**config.mk**
```make
export PLATFORM = sky130hd
export DESIGN_NAME = sensor_uart_framer
export DESIGN_NICKNAME = d
export VERILOG_FILES = /design/src/rtl/sensor_pkg.sv /design/src/rtl/sync_fifo.sv /design/src/rtl/sensor_uart_framer.sv
export SDC_FILE = /design/constraint.sdc
export NUM_CORES = 1
export LEC_CHECK = 0
export CAP_MARGIN = 25
export CORE_AREA = 5 5 174 176
export CTS_CLUSTER_DIAMETER = 200
export DETAILED_ROUTE_END_ITERATION = 8
export DIE_AREA = 0 0 179 181
export MAX_ROUTING_LAYER = met4
export PLACE_DENSITY_LB_ADDON = 0.1
export REMOVE_ABC_BUFFERS = 1
export SYNTH_ARGS = -nofsm -noshare
export SYNTH_HDL_FRONTEND = slang
export SYNTH_SLANG_ARGS = --single-unit
export TNS_END_PERCENT = 10
```
**constraint.sdc**
```tcl
create_clock -name i_CLK -period 11.75 [get_ports i_CLK]
set_clock_uncertainty 0.15 [all_clocks]
set_input_delay 1.175 -clock i_CLK [delete_from_list [all_inputs] [get_ports i_CLK]]
set_output_delay 1.175 -clock i_CLK [all_outputs]
set_load 0.02 [all_outputs]
```
**src/rtl/sensor_pkg.sv**
```systemverilog
// Shared types and constants for the sensor UART framer.
`timescale 1ns/1ps
package sensor_pkg;
    typedef enum logic [2:0] {
        ST_IDLE,
        ST_SYNC,
        ST_SEQ,
        ST_LEN,
        ST_PAYLOAD,
        ST_CSUM
    } framer_state_t;

    localparam logic [7:0] SYNC_BYTE_DEFAULT = 8'hA5;
    // SYNC + SEQ + LEN + CSUM wrapped around every payload
    localparam int PKT_OVERHEAD = 4;
endpackage

```
**src/rtl/sync_fifo.sv**
```systemverilog
// Single-clock frame FIFO; head word is read combinationally from storage.
`timescale 1ns/1ps
module sync_fifo #(
    parameter int WIDTH = 8,
    parameter int DEPTH = 4
) (
    input  logic                   i_CLK,
    input  logic                   i_RSTN,
    input  logic                   i_PUSH,
    input  logic                   i_POP,
    input  logic [WIDTH-1:0]       i_DATA,
    output logic [WIDTH-1:0]       o_DATA,
    output logic                   o_FULL,
    output logic                   o_EMPTY,
    output logic [$clog2(DEPTH):0] o_LEVEL
);
    localparam int AW = $clog2(DEPTH);
    localparam logic [AW:0] FULL_LVL = (AW+1)'(DEPTH);
    localparam logic [AW:0] PTR_ONE  = (AW+1)'(1);

    logic [WIDTH-1:0] r_mem [DEPTH];
    logic [AW:0]      r_wr_ptr;
    logic [AW:0]      r_rd_ptr;
    logic [AW:0]      w_level;

    // Pointers carry one extra bit so full and empty are distinguishable
    always_ff @(posedge i_CLK or negedge i_RSTN) begin
        if (!i_RSTN) begin
            r_wr_ptr <= '0;
            r_rd_ptr <= '0;
        end else begin
            if (i_PUSH) r_wr_ptr <= r_wr_ptr + PTR_ONE;
            if (i_POP)  r_rd_ptr <= r_rd_ptr + PTR_ONE;
        end
    end

    always_ff @(posedge i_CLK) begin
        if (i_PUSH) r_mem[r_wr_ptr[AW-1:0]] <= i_DATA;
    end

    assign w_level = r_wr_ptr - r_rd_ptr;
    assign o_LEVEL = w_level;
    assign o_FULL  = (w_level == FULL_LVL);
    assign o_EMPTY = (w_level == '0);
    assign o_DATA  = r_mem[r_rd_ptr[AW-1:0]];
endmodule

```
**src/rtl/sensor_uart_framer.sv**
```systemverilog
// Buffers whole sensor frames and serialises them as SYNC/SEQ/LEN/payload/CSUM
// packets onto a registered valid/ready byte port.
//   state   | meaning
//   IDLE    | waiting for enable and a buffered frame
//   SYNC    | loading, then presenting SYNC_BYTE
//   SEQ     | presenting sequence number
//   LEN     | presenting payload length
//   PAYLOAD | presenting payload bytes, frame MSB first
//   CSUM    | presenting checksum (zero-sum over SEQ..CSUM)
`timescale 1ns/1ps
module sensor_uart_framer
    import sensor_pkg::*;
#(
    parameter int         NUM_CH       = 3,
    parameter int         SAMPLE_BYTES = 3,
    parameter int         FIFO_DEPTH   = 4,
    parameter logic [7:0] SYNC_BYTE    = SYNC_BYTE_DEFAULT
) (
    input  logic                              i_CLK,
    input  logic                              i_RSTN,
    input  logic [NUM_CH*SAMPLE_BYTES*8-1:0]  i_FRAME,
    input  logic                              i_FRAME_VALID,
    input  logic                              i_ENABLE,
    input  logic                              i_CLR,
    output logic [7:0]                        o_TX_DATA,
    output logic                              o_TX_VALID,
    input  logic                              i_TX_READY,
    output logic [$clog2(FIFO_DEPTH):0]       o_FIFO_LEVEL,
    output logic                              o_OVERFLOW,
    output logic [7:0]                        o_DROP_COUNT,
    output logic                              o_BUSY
);
    localparam int         FW       = NUM_CH*SAMPLE_BYTES*8;
    localparam logic [7:0] LEN      = 8'(NUM_CH*SAMPLE_BYTES);
    localparam logic [7:0] LAST_IDX = LEN - 8'd1;

    framer_state_t r_state, w_state_nxt;
    logic [FW-1:0] w_head, r_shift;
    logic [7:0]    r_tx_data, w_tx_data_nxt;
    logic [7:0]    r_seq, r_acc, w_acc_nxt, r_cnt, w_cnt_nxt, w_sum, r_drop_cnt;
    logic          r_tx_valid, w_tx_valid_nxt, r_ovf;
    logic          w_full, w_empty, w_push, w_pop, w_drop, w_hs, w_shift_en, w_seq_inc;

    // A full FIFO still accepts a frame when the head is popped in the same cycle
    assign w_push = i_FRAME_VALID & (~w_full | w_pop);
    assign w_drop = i_FRAME_VALID & w_full & ~w_pop;
    assign w_hs   = r_tx_valid & i_TX_READY;
    assign w_sum  = r_acc + r_tx_data;

    sync_fifo #(.WIDTH(FW), .DEPTH(FIFO_DEPTH)) u_fifo (
        .i_CLK   (i_CLK),
        .i_RSTN  (i_RSTN),
        .i_PUSH  (w_push),
        .i_POP   (w_pop),
        .i_DATA  (i_FRAME),
        .o_DATA  (w_head),
        .o_FULL  (w_full),
        .o_EMPTY (w_empty),
        .o_LEVEL (o_FIFO_LEVEL)
    );

    always_ff @(posedge i_CLK or negedge i_RSTN) begin
        if (!i_RSTN) r_state <= ST_IDLE;
        else         r_state <= w_state_nxt;
    end

    always_comb begin
        w_state_nxt    = r_state;
        w_pop          = 1'b0;
        w_tx_valid_nxt = r_tx_valid;
        w_tx_data_nxt  = r_tx_data;
        w_acc_nxt      = r_acc;
        w_cnt_nxt      = r_cnt;
        w_shift_en     = 1'b0;
        w_seq_inc      = 1'b0;
        case (r_state)
            ST_IDLE: if (i_ENABLE && !w_empty) begin
                w_state_nxt = ST_SYNC;
                w_pop       = 1'b1;
                w_acc_nxt   = 8'd0;
            end
            ST_SYNC: if (!r_tx_valid) begin
                w_tx_valid_nxt = 1'b1;
                w_tx_data_nxt  = SYNC_BYTE;
            end else if (w_hs) begin
                w_state_nxt   = ST_SEQ;
                w_tx_data_nxt = r_seq;
            end
            ST_SEQ: if (w_hs) begin
                w_state_nxt   = ST_LEN;
                w_tx_data_nxt = LEN;
                w_acc_nxt     = w_sum;
            end
            ST_LEN: if (w_hs) begin
                w_state_nxt   = ST_PAYLOAD;
                w_tx_data_nxt = r_shift[FW-1 -: 8];
                w_shift_en    = 1'b1;
                w_cnt_nxt     = 8'd0;
                w_acc_nxt     = w_sum;
            end
            ST_PAYLOAD: if (w_hs) begin
                w_acc_nxt = w_sum;
                if (r_cnt == LAST_IDX) begin
                    w_state_nxt   = ST_CSUM;
                    w_tx_data_nxt = ~w_sum + 8'd1;
                end else begin
                    w_cnt_nxt     = r_cnt + 8'd1;
                    w_tx_data_nxt = r_shift[FW-1 -: 8];
                    w_shift_en    = 1'b1;
                end
            end
            ST_CSUM: if (w_hs) begin
                w_state_nxt    = ST_IDLE;
                w_tx_valid_nxt = 1'b0;
                w_seq_inc      = 1'b1;
            end
            default: w_state_nxt = ST_IDLE;
        endcase
    end

    always_ff @(posedge i_CLK or negedge i_RSTN) begin
        if (!i_RSTN) begin
            r_tx_valid <= 1'b0;
            r_tx_data  <= 8'd0;
            r_shift    <= '0;
            r_acc      <= 8'd0;
            r_cnt      <= 8'd0;
            r_seq      <= 8'd0;
        end else begin
            r_tx_valid <= w_tx_valid_nxt;
            r_tx_data  <= w_tx_data_nxt;
            r_acc      <= w_acc_nxt;
            r_cnt      <= w_cnt_nxt;
            if (w_pop)           r_shift <= w_head;
            else if (w_shift_en) r_shift <= r_shift << 8;
            if (w_seq_inc)       r_seq <= r_seq + 8'd1;
        end
    end

    // Clear takes priority, but a drop in the same cycle is still recorded
    always_ff @(posedge i_CLK or negedge i_RSTN) begin
        if (!i_RSTN) begin
            r_ovf      <= 1'b0;
            r_drop_cnt <= 8'd0;
        end else if (i_CLR) begin
            r_ovf      <= w_drop;
            r_drop_cnt <= {7'd0, w_drop};
        end else if (w_drop) begin
            r_ovf <= 1'b1;
            if (r_drop_cnt != 8'hFF) r_drop_cnt <= r_drop_cnt + 8'd1;
        end
    end

    assign o_TX_DATA    = r_tx_data;
    assign o_TX_VALID   = r_tx_valid;
    assign o_OVERFLOW   = r_ovf;
    assign o_DROP_COUNT = r_drop_cnt;
    assign o_BUSY       = (r_state != ST_IDLE);
endmodule
```
==> qor.txt, run 1 <==
run status: complete, no violations
1st-iter DRT viols: 731
VDD IR max: 0.153 mV
root buffer cell: clkbuf_16
final antenna-violating net count: 0
total CTS buffers: 42
Critical Path Max Stage Delay: 0.76 ns
number of buffers and inverters on the critical path: 1
Critical Path Start Type: flop
grt total ovfl: 0
initial antenna violation count: 0
CTS resizes: 0
Mean Syn Cell Area: 16.1 um^2
worst-path fanout max: 36
WL per Instance: 20.1 um
Setup CP Type: flop to output pin
Starting Density: 58.9%
commonest non-fill, non-tap cells in the layout: edfxtp_1 (288), nand2_1 (143), dfrtp_1 (121)
most common cell after layout, fill and taps aside: edfxtp_1
FF-to-FF Start: u_fifo.r_rd_ptr[0]
Req. time, crit path: 10.43 ns
die width: 179 um
power per cell area: 266 nW/um^2
Die ar.: 32400 um^2
placed insts: 1480
Post-synth ARST share: 29.9%
Nets: 1239
Reg2Reg Depth: 10
Post-synth EDFFs: 288
Final setup viols: 0
maximum operating frequency: 0.238 GHz
pre-CTS WS: 7.57 ns
Leakage: 7.04 nW
number of I/O port buffers: 99
max-slew violations: 0
hold path cells: 2
Synth cell types: 69
RSZ-0062 raised after global routing: false
area grow syn2layout: 16.3%
worst path cell trace: ha_1 > fa_1 > xor3_2 > clkdlybuf4s50_1
Fillers: 1963
Final period util: 35.8%
Cells after Synth: 1038
Synth Register Bits: 411
Synth Flop Type: edfxtp_1
CTS sink cnt: 411
layout cells sized above 1: 14.1%
Core Footprint: 28500 um^2
Hold Path Sink: r_shift[30]
setup ws final: 7.54 ns
DRC: 0
worst slew pin tran: 0.982 ns
CTS max path bufs: 3
Antenna diodes: 0
minimum clock period: 4.21 ns
hold_buf cts: 0
drt total wl: 31.4 mm
H-tree Lvls: 2
hold crit path type: flop to flop
Total Power: 5.18 mW
number of I/O pins: 100
DRT Pass-1 Iters: 5
Rel. slew slack: 34.6%
HP Start: r_shift[30]
post-synthesis sequential area ratio: 70.0%
Setup TNS: 0 ns
DIE HEIGHT: 181 um
# rows: 62
CP top delay family: flip-flops
Worst-path clk slew: 0.06 ns
Final Instance Count excl. Fillers: 1558
first-pass GRT wire length: 51.7 mm
CTS tree: built
reg2reg setup slack: 7.72 ns
Detail Placement HPWL: 19.0 mm
yosys warns: 0
Critical path origin: u_fifo.r_rd_ptr[0]
largest net degree at the start of global routing: 84
gr usage total: 20.8%
critical path endpoint category: output pin
Post-CTS Setup Inserts: 0
via count: 9177
vias in the first global route: 9540
Critical-path top delay cell: dfrtp_4
r2r endpoint: r_shift[56]
clk_lat worst skew: 0.52 ns
GPL Wtd Cong: 0.805
max_cap viols: 0
critical path arrival: 2.88 ns
Final Util: 68.4%
Post-Syn Area: 16800 um^2
count of final hold-check violations: 0
Via density: 5.89
## through the flow
stage               hold slack, ns  area (um^2)
finish                       0.318        19500
global route                 0.342        19500
CTS                          0.321        19500
detailed placement           0.307        18100
global placement             0.302        18100
floorplan                    0.288        16500
## logic make-up after synthesis
kind of cell             count (synthesis)  synth area share, %
AO/OA/AOI/OAI                          142                 5.62
multiplexers                           113                 12.2
XOR/XNOR                                30                 1.66
buffers and inverters                   70                 1.91
AND/OR/NAND/NOR                        252                 7.10
flip-flops                             411                 70.0
adder cells (fa/ha/maj)                 20                 1.58
## worst min-delay path, delay by kind of cell (launching register included)
family           cells  cell delay (ns)
AND/OR/NAND/NOR      2             0.10
flip-flops           1             0.34
## worst max-delay path by stage
stage                                     end  slack, ns  depth (start not counted)
after global routing              r_shift[42]       7.35                         10
final                         o_FIFO_LEVEL[2]       7.54                          4
after floorplan                   r_shift[10]       3.20                          8
after global placement    u_fifo.r_mem[1][24]       7.58                          5
after CTS                     o_FIFO_LEVEL[2]       7.47                          4
after detailed placement  u_fifo.r_mem[2][33]       7.57                          5
## cell usage after synthesis, types with 5 or more instances
master	count	area (um^2)
edfxtp_1	288	8650
nand2_1	143	537
dfrtp_1	123	3080
mux4_2	72	1620
o21ai_1	50	250
mux2i_1	37	370
nor2_1	32	120
a22oi_1	30	225
clkbuf_1	26	97.6
ha_1	18	225
inv_1	18	67.6
xor2_1	16	140
nand4_1	14	87.6
buf_2	13	65.1
xnor2_1	13	114
a21oi_1	12	60.1
and3_1	10	62.6
nor3_1	9	45.0
nand3_1	8	40.0
nand2b_1	6	37.5
o21ai_0	6	30.0
o22ai_1	6	37.5
a221oi_1	5	43.8
buf_4	5	37.5
## final cells by class
class	count	area (um^2)	area share, %
repair buffers	110	1070	5.52
well taps	384	480	2.47
clock buffers	66	1240	6.38
multi-input cells	557	4750	24.4
flip-flops and latches	411	11700	60.2
inverters	19	71.3	0.366
clock inverters	11	136	0.700
## flip-flops by register name, summed over array words and instances, names as in the netlist, 3 cells and up
register and cells:
r_acc 8, u_fifo.r_mem 288, r_seq 8, r_state 3, u_fifo.r_rd_ptr 3, o_DROP_COUNT 8, o_TX_DATA 8, r_cnt 8
r_shift 72, u_fifo.r_wr_ptr 3
## where the power goes
group / switching, mW / total [mW] / internal, mW
Clock: 0.514 / 1.31 / 0.794
Combinational: 0.913 / 1.63 / 0.713
Sequential: 0.232 / 2.24 / 2.01
## metal layers
metal  global-route usage, %  vias up  wire length [um]
met1                    29.1     4723             13500
li1                        -     4218                 -
met4                    3.84        0               438
met2                    33.5      197             16200
met5                       -        -                 0
met3                    3.20       39              1270
Note: power is estimated with default switching activity, not from simulation.
==> inputs of run 2 (changes only) <==
CORE_AREA = 5 5 175 177   (was 5 5 174 176)
DIE_AREA = 0 0 180 182   (was 0 0 179 181)
clock period = 4.3 ns   (was 11.75 ns; I/O delays follow)
==> qor.txt, run 2 (synthesis gave the netlist of run 1 again) <==
run status: complete, no violations
Final setup viols: 0 (unchanged)
max-slew violations: 0 (unchanged)
critical path endpoint category: output pin
maximum operating frequency: 0.312 GHz
via count: 9175 (-0.022%)
critical path arrival: 2.62 ns (-0.26 ns)
number of I/O pins: 100 (unchanged)
final antenna-violating net count: 0 (unchanged)
GPL Wtd Cong: 0.850 (+5.6%)
max_cap viols: 0 (unchanged)
number of buffers and inverters on the critical path: 1 (unchanged)
area grow syn2layout: 17.2%
worst slew pin tran: 0.912 ns (-0.0693 ns)
CTS sink cnt: 411 (unchanged)
Final period util: 74.5%
Critical Path Max Stage Delay: 0.67 ns (-0.09 ns)
CTS tree: built
Nets: 1249 (+0.81%)
Fillers: 1957 (-0.31%)
Setup TNS: 0 ns (unchanged)
commonest non-fill, non-tap cells in the layout: edfxtp_1 (288), nand2_1 (143), dfrtp_1 (121)
CP top delay family: buffers and inverters
vias in the first global route: 9751 (+2.2%)
grt total ovfl: 0 (unchanged)
WL per Instance: 21.0 um (+4.5%)
Starting Density: 57.6% (-1.2 points)
CTS max path bufs: 3 (unchanged)
largest net degree at the start of global routing: 127 (+51%)
power per cell area: 725 nW/um^2 (+170%)
DRT Pass-1 Iters: 5 (unchanged)
DIE HEIGHT: 182 um (+0.55%)
hold_ws: 0.267 ns (-0.0506 ns)
number of I/O port buffers: 99 (unchanged)
gr usage total: 21.3% (+0.45 points)
Detail Placement HPWL: 20.0 mm (+5.1%)
RSZ-0062 raised after global routing: false
first-pass GRT wire length: 53.9 mm (+4.4%)
# rows: 63 (+1.6%)
worst-path fanout max: 25 (-31%)
Setup CP Type: flop to output pin
1st-iter DRT viols: 589 (-19%)
Worst-path clk slew: 0.06 ns (about the same)
FF-to-FF Start: u_fifo.r_rd_ptr[1]
H-tree Lvls: 2 (unchanged)
DRC: 0 (unchanged)
Rel. slew slack: 39.0% (+4.5 points)
initial antenna violation count: 1 (+1)
layout cells sized above 1: 14.5% (+0.39 points)
Core Footprint: 29100 um^2 (+2.2%)
clk_lat worst skew: 0.53 ns (about the same)
minimum clock period: 3.20 ns
Leakage: 7.10 nW (+0.86%)
VDD IR max: 0.434 mV (+180%)
Req. time, crit path: 3.72 ns (-6.71 ns)
Post-CTS Setup Inserts: 0 (unchanged)
count of final hold-check violations: 0 (unchanged)
root buffer cell: clkbuf_16
total CTS buffers: 42 (unchanged)
Critical Path Start Type: flop
Via density: 5.83 (-1.1%)
most common cell after layout, fill and taps aside: edfxtp_1
worst path cell trace: fa_1 > xor3_2 > clkdlybuf4s50_1
Critical path origin: u_fifo.r_rd_ptr[1]
max reg flops: 288 (unchanged)
hold crit path type: primary input to asynchronous set/reset pin
Critical-path top delay cell: clkdlybuf4s50_1
die width: 180 um (+0.56%)
drt total wl: 33.1 mm (+5.7%)
Die ar.: 32800 um^2 (+1.1%)
run 2: cell count changes in the layout (fill, tap and decap cells not counted), moves of 2 or more:
| cell | previous run | this run |
|---|---|---|
| clkinv_1 | 1 | 4 |
| clkinv_8 | 0 | 2 |
| buf_12 | 0 | 7 |
| buf_4 | 11 | 13 |
run 2: path summary, 6_finish.rpt:
kind / to / slack, ns / cells past startpoint
worst min-delay path: r_acc[2] / 0.27 / 2
worst min register to register: r_shift[26] / 0.32 / 2
worst max-delay path: o_FIFO_LEVEL[2] / 1.10 / 3
min in group i_CLK: r_shift[26] / 0.32 / 2
worst max register to register: u_fifo.r_mem[2][38] / 1.14 / 5
max in group asynchronous: r_shift[34] / 2.77 / 4
run 2: area by class of cell:
cell class              instances  area, um^2  area share (%)
repair buffers                120        1260            6.40
clock buffers                  64        1200            6.14
inverters                      19        71.3           0.363
diodes                          1        2.50          0.0127
well taps                     390         488            2.48
clock inverters                13         134           0.682
multi-input cells             557        4750            24.2
flip-flops and latches        411       11700            59.8
run 2: stage by stage:
step	power [mW]	instances	util (%)	instance area [um^2]	setup slack [ns]
after detailed placement	10.9	1495	62.8	18300	1.14
after global routing	15.1	1575	67.5	19600	1.02
after floorplan	9.39	987	-	16500	-4.25
after global placement	10.7	1494	62.7	18300	1.17
final	14.2	1575	67.5	19600	1.10
after CTS	14.4	1573	67.5	19600	1.08
run 2: power breakdown:
part           internal (mW)  total (mW)  switching, mW
combinational           2.04        4.65           2.61
sequential              5.49        6.08          0.590
clock                   2.06        3.50           1.44
total                   9.58        14.2           4.64
run 2: what timing repair did:
item,in CTS,in global routing
hold buffers,1,0
gates resized for setup,0,0
hold endpoints to repair,31,0
run 2: metal layers:
| metal | vias up | global-route usage (%) | wire, um |
|---|---|---|---|
| li1 | 4229 | - | - |
| met1 | 4700 | 28.9 | 14300 |
| met2 | 213 | 34.8 | 16900 |
| met3 | 33 | 3.41 | 1410 |
| met4 | 0 | 4.57 | 437 |
| met5 | - | - | 0 |
